## src/rtl/pll_clkdiv_mc.sv

```systemverilog
// rtl/pll_clkdiv_mc.sv - multi-channel integer clock divider with lock sequencer and DRP reconfiguration
module pll_clkdiv_mc #(
   parameter int NUM_CH      = 4,
   parameter int DIV_W       = 8,
   parameter int DIV_DEFAULT = 5,
   parameter int LOCK_CYCLES = 16
) (
   input  logic                 refclk,
   input  logic                 rst_n,
   input  logic                 pllreset,
   input  logic [NUM_CH-1:0]    clk_en,
   input  logic                 drp_wr,
   input  logic [2:0]           drp_addr,
   input  logic [2*DIV_W-1:0]   drp_wdata,
   output logic                 drp_rdy,
   output logic                 drp_err,
   output logic [NUM_CH-1:0]    clk_out,
   output logic [NUM_CH-1:0]    clk_stb,
   output logic                 lock
);

   localparam logic [1:0] ST_IDLE      = 2'd0;
   localparam logic [1:0] ST_ALIGN     = 2'd1;
   localparam logic [1:0] ST_WAIT_LOCK = 2'd2;
   localparam logic [1:0] ST_LOCKED    = 2'd3;
   localparam int LCW = (LOCK_CYCLES > 1) ? $clog2(LOCK_CYCLES) : 1;

   logic [1:0]       state;
   logic [LCW-1:0]   lock_cnt;
   logic [DIV_W-1:0] div_r   [NUM_CH];
   logic [DIV_W-1:0] phase_r [NUM_CH];
   logic [DIV_W-1:0] cnt     [NUM_CH];

   logic             running;
   logic [DIV_W-1:0] wr_div;
   logic [DIV_W-1:0] wr_phase;
   logic             addr_ok;
   logic             wr_valid;
   logic             wr_take;
   logic             wr_accept;
   logic             wr_reject;

   assign running   = (state == ST_WAIT_LOCK) || (state == ST_LOCKED);
   assign drp_rdy   = running;
   assign lock      = (state == ST_LOCKED);
   assign wr_div    = drp_wdata[DIV_W-1:0];
   assign wr_phase  = drp_wdata[2*DIV_W-1:DIV_W];
   assign addr_ok   = (32'(drp_addr) < NUM_CH);
   assign wr_valid  = addr_ok && (wr_div > DIV_W'(1)) && (wr_phase < wr_div);
   // pllreset outranks a same-cycle write: it is neither applied nor flagged
   assign wr_take   = drp_wr && running && !pllreset;
   assign wr_accept = wr_take && wr_valid;
   assign wr_reject = wr_take && !wr_valid;

   always_ff @(posedge refclk or negedge rst_n) begin
      if (!rst_n) begin
         state    <= ST_IDLE;
         lock_cnt <= '0;
         drp_err  <= 1'b0;
      end else begin
         drp_err <= wr_reject;
         if (pllreset) begin
            state <= ST_IDLE;
         end else begin
            case (state)
               ST_IDLE: state <= ST_ALIGN;
               ST_ALIGN: begin
                  state    <= ST_WAIT_LOCK;
                  lock_cnt <= '0;
               end
               ST_WAIT_LOCK: begin
                  if (wr_accept)
                     state <= ST_ALIGN;
                  else if (lock_cnt == LCW'(LOCK_CYCLES - 1))
                     state <= ST_LOCKED;
                  else
                     lock_cnt <= lock_cnt + LCW'(1);
               end
               default: begin
                  if (wr_accept)
                     state <= ST_ALIGN;
               end
            endcase
         end
      end
   end

   always_ff @(posedge refclk or negedge rst_n) begin
      if (!rst_n) begin
         clk_out <= '0;
         clk_stb <= '0;
         for (int i = 0; i < NUM_CH; i++) begin
            div_r[i]   <= DIV_W'(DIV_DEFAULT);
            phase_r[i] <= '0;
            cnt[i]     <= '0;
         end
      end else begin
         for (int i = 0; i < NUM_CH; i++) begin
            if (wr_accept && (drp_addr == 3'(i))) begin
               div_r[i]   <= wr_div;
               phase_r[i] <= wr_phase;
            end
            if (state == ST_ALIGN)
               cnt[i] <= phase_r[i];
            else if (running)
               cnt[i] <= (cnt[i] == div_r[i] - DIV_W'(1)) ? '0 : cnt[i] + DIV_W'(1);
            // high phase is ceil(div/2) so odd divisors give the extra cycle to high
            clk_out[i] <= running && !pllreset && clk_en[i] &&
                          ({1'b0, cnt[i]} < (({1'b0, div_r[i]} + {{DIV_W{1'b0}}, 1'b1}) >> 1));
            clk_stb[i] <= running && !pllreset && clk_en[i] && (cnt[i] == '0);
         end
      end
   end

endmodule

```

## config.mk

```make
export PLATFORM = sky130hd
export DESIGN_NAME = pll_clkdiv_mc
export DESIGN_NICKNAME = d
export VERILOG_FILES = /design/src/rtl/pll_clkdiv_mc.sv
export SDC_FILE = /design/constraint.sdc
export NUM_CORES = 1
export LEC_CHECK = 0
export BUFFER_PORTS_ARGS = -buffer_cell sky130_fd_sc_hd__buf_2
export CAP_MARGIN = 20
export CORE_ASPECT_RATIO = 1.4
export CORE_UTILIZATION = 43
export DETAILED_ROUTE_END_ITERATION = 8
export SYNTH_ARGS = -nofsm -noshare
export SYNTH_HDL_FRONTEND = slang
export SYNTH_SLANG_ARGS = --single-unit
```

## constraint.sdc

```tcl
create_clock -name refclk -period 3.5 [get_ports refclk]
set_input_delay 0.7 -clock refclk [delete_from_list [all_inputs] [get_ports refclk]]
set_output_delay 0.7 -clock refclk [all_outputs]
set_load 0.02 [all_outputs]
```

# [Word level (Yosys, flattened, before mapping)]
# Cells that the tools add are included.
# Widths: inputs -> output; s select.
[op_classes] addsub=13 magnitude_cmp=7 eq_ne=14 n_mux=20 bitwise_logic=1 reduce_logical=37
[ops] operator="$mux 8" n=12
[ops] operator="$lt 8x8->1" n=5
[ops] operator="$add 8x1->9 const B" n=4
[ops] operator="$add 8x1->8 const B" n=4
[ops] operator="$eq 8x8->1" n=4
[ops] operator="$logic_not 8->1" n=4
[ops] operator="$sub 8x1->8 const B" n=4
[ops] operator="$logic_and 1x1->1" n=23
[ops] operator="$gt 8x1->1 const B" n=1
[ops] operator="$mux 2" n=4
[ops] operator="$mux 4" n=2
[ops] operator="$pmux 4 s2" n=1
[ops] operator="$eq 3x2->1 const B" n=2
[ops] operator="$pmux 2 s3" n=1
[ops] operator="$reduce_bool 5->1" n=1
[ops] operator="$add 4x1->4 const B" n=1
[ops] operator="$eq 2x2->1 const B" n=2
[ops] operator="$eq 4x4->1 const B" n=1
[ops] operator="$ne 2x2->1 const B" n=2
[ops] operator="$ne 4x3->1 const B" n=1
[ops] operator="$reduce_and 4->1" n=1
[ops] operator="$reduce_bool 2->1" n=2
[ops] operator="$eq 3x1->1 const B" n=1
[ops] operator="$logic_not 3->1" n=1
[ops] operator="other kinds (7)" n=8
[totals] reg_bits=111 out_inout_bits=11

# [Logic depth before layout (Yosys ltp)]
[logic_depth] depth_word=8 ltp_mapped=11 depth_no_buf=9

# [Worst setup path before layout]
# No wires, ideal clock.
[synth_timing] kind="reg2reg" startpoint="register div_r[16] (netlist bit)" endpoint="register cnt[16] (netlist bit)" setup_time_ps=133 arrival_time_ps=2684 required_time_ps=3367 slack_ps=683 path_stages_with_launch=11 synth_period_minus_slack_ps=2817 path_cell_list="dfstp_2 clkbuf_1 inv_1 ha_1 clkbuf_1 or2_2 a2111oi_0 o21ai_0 a2111o_1 a221oi_1 a21oi_1"
[synth_via] elab_chain_len=5
[synth_lines] item="from (decl)" line_no="30" rtl="logic [DIV_W-1:0] div_r [NUM_CH];"
[synth_lines] item="from (signal, indexed assignment)" line_no="93" rtl="div_r[i] <= DIV_W'(DIV_DEFAULT);"
[synth_lines] item="from (signal, indexed assignment)" line_no="100" rtl="div_r[i] <= wr_div;"
[synth_lines] item="$sub 8x1->8" line_no="106" rtl="cnt[i] <= (cnt[i] == div_r[i] - DIV_W'(1)) ? '0 : cnt[i] + DIV_W'(1);"
[synth_lines] item="$eq 8x8->1" line_no="106"
[synth_lines] item="$mux 8" line_no="106"
[synth_lines] item="$mux 8" line_no="105" rtl="else if (running)"
[synth_lines] item="$mux 8" line_no="103" rtl="if (state == ST_ALIGN)"
[synth_lines] item="to (signal, indexed assignment)" line_no="104" rtl="cnt[i] <= phase_r[i];"
[synth_lines] item="to (signal, indexed assignment)" line_no="106"
[synth_lines] item="to (decl)" line_no="32" rtl="logic [DIV_W-1:0] cnt [NUM_CH];"
# No other way between the ends. The select of a mux whose other input is x is not followed.
# A chain may end at the register's enable or synchronous reset.

# [Worst setup path in the final report]
[layout_timing] startpoint="register state[0]" endpoint="register phase_r[25] (netlist bit)"
[layout_via] elab_chain_len=6 word_cells_on_any_way=7 cone_classes="eq/ne: 2; reduce/logical: 5"
[layout_lines] item="from (decl)" line_no="28" rtl="logic [1:0] state;"
[layout_lines] item="from (signal assigned)" line_no="57" rtl="state <= ST_IDLE;"
[layout_lines] item="from (signal assigned)" line_no="63" rtl="state <= ST_IDLE;"
[layout_lines] item="from (signal assigned)" line_no="66" rtl="ST_IDLE: state <= ST_ALIGN;"
[layout_lines] item="$eq 2x2->1" line_no="43" rtl="assign running = (state == ST_WAIT_LOCK) || (state == ST_LOCKED);"
[layout_lines] item="$logic_or 1x1->1 (*)" line_no="43"
[layout_lines] item="$logic_and 1x1->1 (*) (2 in series)" line_no="51" rtl="assign wr_take = drp_wr && running && !pllreset;"
[layout_lines] item="$logic_and 1x1->1 (*)" line_no="52" rtl="assign wr_accept = wr_take && wr_valid;"
[layout_lines] item="$logic_and 1x1->1 (*)" line_no="99" rtl="if (wr_accept && (drp_addr == 3'(i))) begin"
[layout_lines] item="to (signal, indexed assignment)" line_no="101" rtl="phase_r[i] <= wr_phase;"
[layout_lines] item="to (decl)" line_no="31" rtl="logic [DIV_W-1:0] phase_r [NUM_CH];"
# Mark *: on every way between the ends. The rest lies on a longest branch, timed or not.

==> summary.md <==
| Metric | Value |
|---|---|
| Relative slew slack | `0.489` |
| Worst EP required | `about 3700 ps` |
| Share of cells above drive strength 1 | `0.157` |
| Antenna Cells | `0` |
| Number of flops mapped to enable cells by yosys | `0` |
| Worst reg2reg endpoint | `phase_r[25]` |
| Endpoint class of the critical path | `flip-flop` |
| Top delay family on crit path | `simple AND/OR/NAND/NOR gates` |
| Leak | `3.53 nW` |
| Synth Instances | `786` |
| Worst Path Max Fanout | `23` |
| GRT overflow | `0` |
| Post-CTS resize count | `0` |
| Power Total | `0.00574 W` |
| Via density | `5.88` |
| Maximum clock frequency | `roughly 340 MHz` |
| CTS max path bufs | `2` |
| RSZ-0062 raised after global routing | `false` |
| Pwr/cell area | `715 mW/mm^2` |
| IO Count | `38` |
| Via count | `between 5,000 and 6,000` |
| Outcome | `finished clean` |
| Max Clock Skew | `around 9.0 ps` |
| Fin crit period | `a little under 3000 ps` |
| Post-synthesis sequential area ratio | `0.375` |
| Reg-to-Reg Start | `state[0]` |
| DR DRC count | `0` |
| Final net count | `874` |
| Clock sinks | `111` |
| Fin util | `0.478` |
| Drt first pass iters | `4` |
| Num rows | `56` |
| Final WS setup | `between 500 and 600 ps` |
| Reg clk slew, reported paths | `70 ps` |
| Clk Latency, worst-skew pair | `around 340 ps` |
| Synth area leader | `dfrtp_1` |
| Crit path cell chain | `inv_1, ha_1, o21ba_2, nand2_1, a211oi_2, or3b_1, mux2_2` |
| DRT antenna net count | `0` |
| Distinct cell type count after synthesis | `61` |
| Die W | `around 110 um` |
| Die Y | `158 um` |
| GP Congestion | `0.850` |
| Mapped Avg Cell Area | `9.45 sq um` |
| Post-DP HPWL | `~13 mm` |
| Synthesized Nets | `between 800 and 900` |
| Async set-reset flop share out of synthesis | `1.00` |
| Port bufs | `37` |
| CTS Buf Count | `9` |
| Worst-margin pin slew | `roughly 770 ps` |
| Synthesized area | `roughly 0.0074 sq mm` |
| Final Hold Vio Count | `0` |
| Root buffer cell | `clkbuf_16` |
| Wire length of the first global-routing pass | `a little over 30 mm` |
| Core area | `0.0168 sq mm` |
| Final instance area | `0.00804 sq mm` |
| TritonCTS clock tree | `built` |
| Total Routed Length | `18.4 mm` |
| Synth Register Bits | `111` |
| Total GRT Usage | `0.217` |
| Type of the most critical hold path | `input port to async pin` |
| Postcts setup bufs | `0` |
| Max stage delay on crit path | `710 ps` |
| Hold_buf cts | `0` |
| Worst setup path class | `flip-flop to flip-flop` |
| Setup TNS | `0 ps` |
| Starting DRT DRC Count | `257` |
| Worst path bufs/invs | `1` |
| H-tree depth | `3` |
| Initial Util | `0.442` |
| Vias in the first global route | `a little under 6,000` |
| Die Area | `0.0178 sq mm` |
| Antenna violations before repair | `0` |
| Final setup vio count | `0` |
| Share of the synthesized area in the top cell type | `0.347` |
| Synth warn | `0` |
| Slowest CP cell | `or3b_1` |
| Detail-routed net length per standard cell | `18.4 um` |
| Reg2Reg Depth | `7` |
| Placed instance area | `0.00775 sq mm` |
| Post-Place Worst Slack | `~410 ps` |
| Worst VDD drop | `0.364 mV` |
| Largest net degree at the start of global routing | `65` |
| Area growth syn-to-layout | `8.15%` |
| Synth top area cells | `dfrtp_1 35%, ha_1 9.6%, mux2_2 6.5%, xnor2_1 4.1%, nand2_1 3.6%` |
| R2R Setup Slk | `540 ps` |
| Slew Viols, Final | `0` |
| CP Data Arrival Time | `3190 ps` |
| Startpoint types | `flip-flop` |
| Max cap viols | `0` |
| Ys flop type | `dfrtp_1` |
| Crit share post-route | `0.847` |
## where the power goes
part | switching, W | internal, W | total [W]
Sequential | 0.000584 | 0.00160 | 0.00218
Combinational | 0.00134 | 0.00123 | 0.00257
Clock | 0.000461 | 0.000524 | 0.000985
## routing by layer
metal  up-vias  global-route usage  part of all wire
met5         -                   0                 0
met4         0              0.0708             0.019
met3        20              0.0293             0.029
met2       111               0.397              0.52
met1      2898               0.261              0.44
li1       2843                   -                 -
## cell usage after synthesis, types with 3 or more instances
| library cell | n |
|---|---|
| nor3b_1 | 19 |
| mux2_2 | 43 |
| a21o_1 | 20 |
| nand2_1 | 72 |
| nand4_1 | 12 |
| dfrtp_1 | 103 |
| nor3_1 | 13 |
| or2_2 | 3 |
| nor4b_1 | 20 |
| ha_1 | 57 |
| and3_1 | 24 |
| dfstp_2 | 8 |
| a21oi_1 | 18 |
| o211ai_1 | 7 |
| a22o_1 | 5 |
| or4_1 | 3 |
| a2111oi_0 | 3 |
| nand3_1 | 38 |
| xor2_1 | 30 |
| o31ai_1 | 5 |
| a221oi_1 | 4 |
| o21ai_0 | 47 |
| nand2b_1 | 7 |
| a22oi_1 | 18 |
| a211oi_1 | 6 |
| a31oi_1 | 4 |
| inv_1 | 33 |
| o21a_1 | 3 |
| clkbuf_1 | 43 |
| nor4_1 | 8 |
| xnor2_1 | 35 |
| nor2b_1 | 3 |
| nor2_1 | 28 |
| buf_2 | 9 |
## worst max-delay path by stage
| stage | depth (start not counted) | to | slack, ps | from |
|---|---|---|---|---|
| floorplan | 10 | cnt[16] | 680 | div_r[16] |
| global placement | 8 | phase_r[25] | 480 | drp_wdata[2] |
| detailed placement | 8 | phase_r[25] | 410 | drp_wdata[7] |
| CTS | 7 | phase_r[26] | 540 | state[0] |
| global route | 8 | cnt[16] | 350 | div_r[16] |
| finish | 7 | phase_r[25] | 540 | state[0] |
## sequential cells by signal, indices dropped and copies added (netlist names)
name / flops
clk_out: 4
cnt: 32
phase_r: 32
state: 2
clk_stb: 4
div_r: 32
drp_err: 1
lock_cnt: 4
## final cells by class
type,instances,area [sq um]
Tap cell,203,254
Fill cell,1594,8780
Multi-Input combinational cell,588,4300
Timing Repair Buffer,47,288
Inverter,33,124
Clock buffer,12,256
Clock inverter,4,27.5
Sequential cell,111,2790
## placed cells by master (no fill, tap or decap), drive strengths merged, types with 19 or more instances in the layout
| cell type | instances |
|---|---|
| a21o | 20 |
| and3 | 24 |
| buf | 47 |
| dfrtp | 103 |
| ha | 57 |
| inv | 34 |
| mux2 | 43 |
| nand2 | 72 |
| nand3 | 38 |
| nor2 | 29 |
| nor3b | 19 |
| nor4b | 20 |
| o21ai | 47 |
| xnor2 | 35 |
| xor2 | 30 |
## stage by stage
step	std cells	hold slack, ps
2_1_floorplan	786	404
3_3_place_gp	982	473
3_5_place_dp	982	478
4_1_cts	998	380
5_1_grt	998	404
6_report	998	364
## logic make-up after synthesis
| family | after synthesis | share of synthesized area |
|---|---|---|
| xor+xnor | 65 | 0.0766 |
| fa+ha+maj | 57 | 0.0960 |
| simple gates | 261 | 0.192 |
| compound gates | 160 | 0.146 |
| flops | 111 | 0.375 |
| buf+inv | 87 | 0.0470 |
| mux | 45 | 0.0679 |
Power figures use the tool's default switching activity.
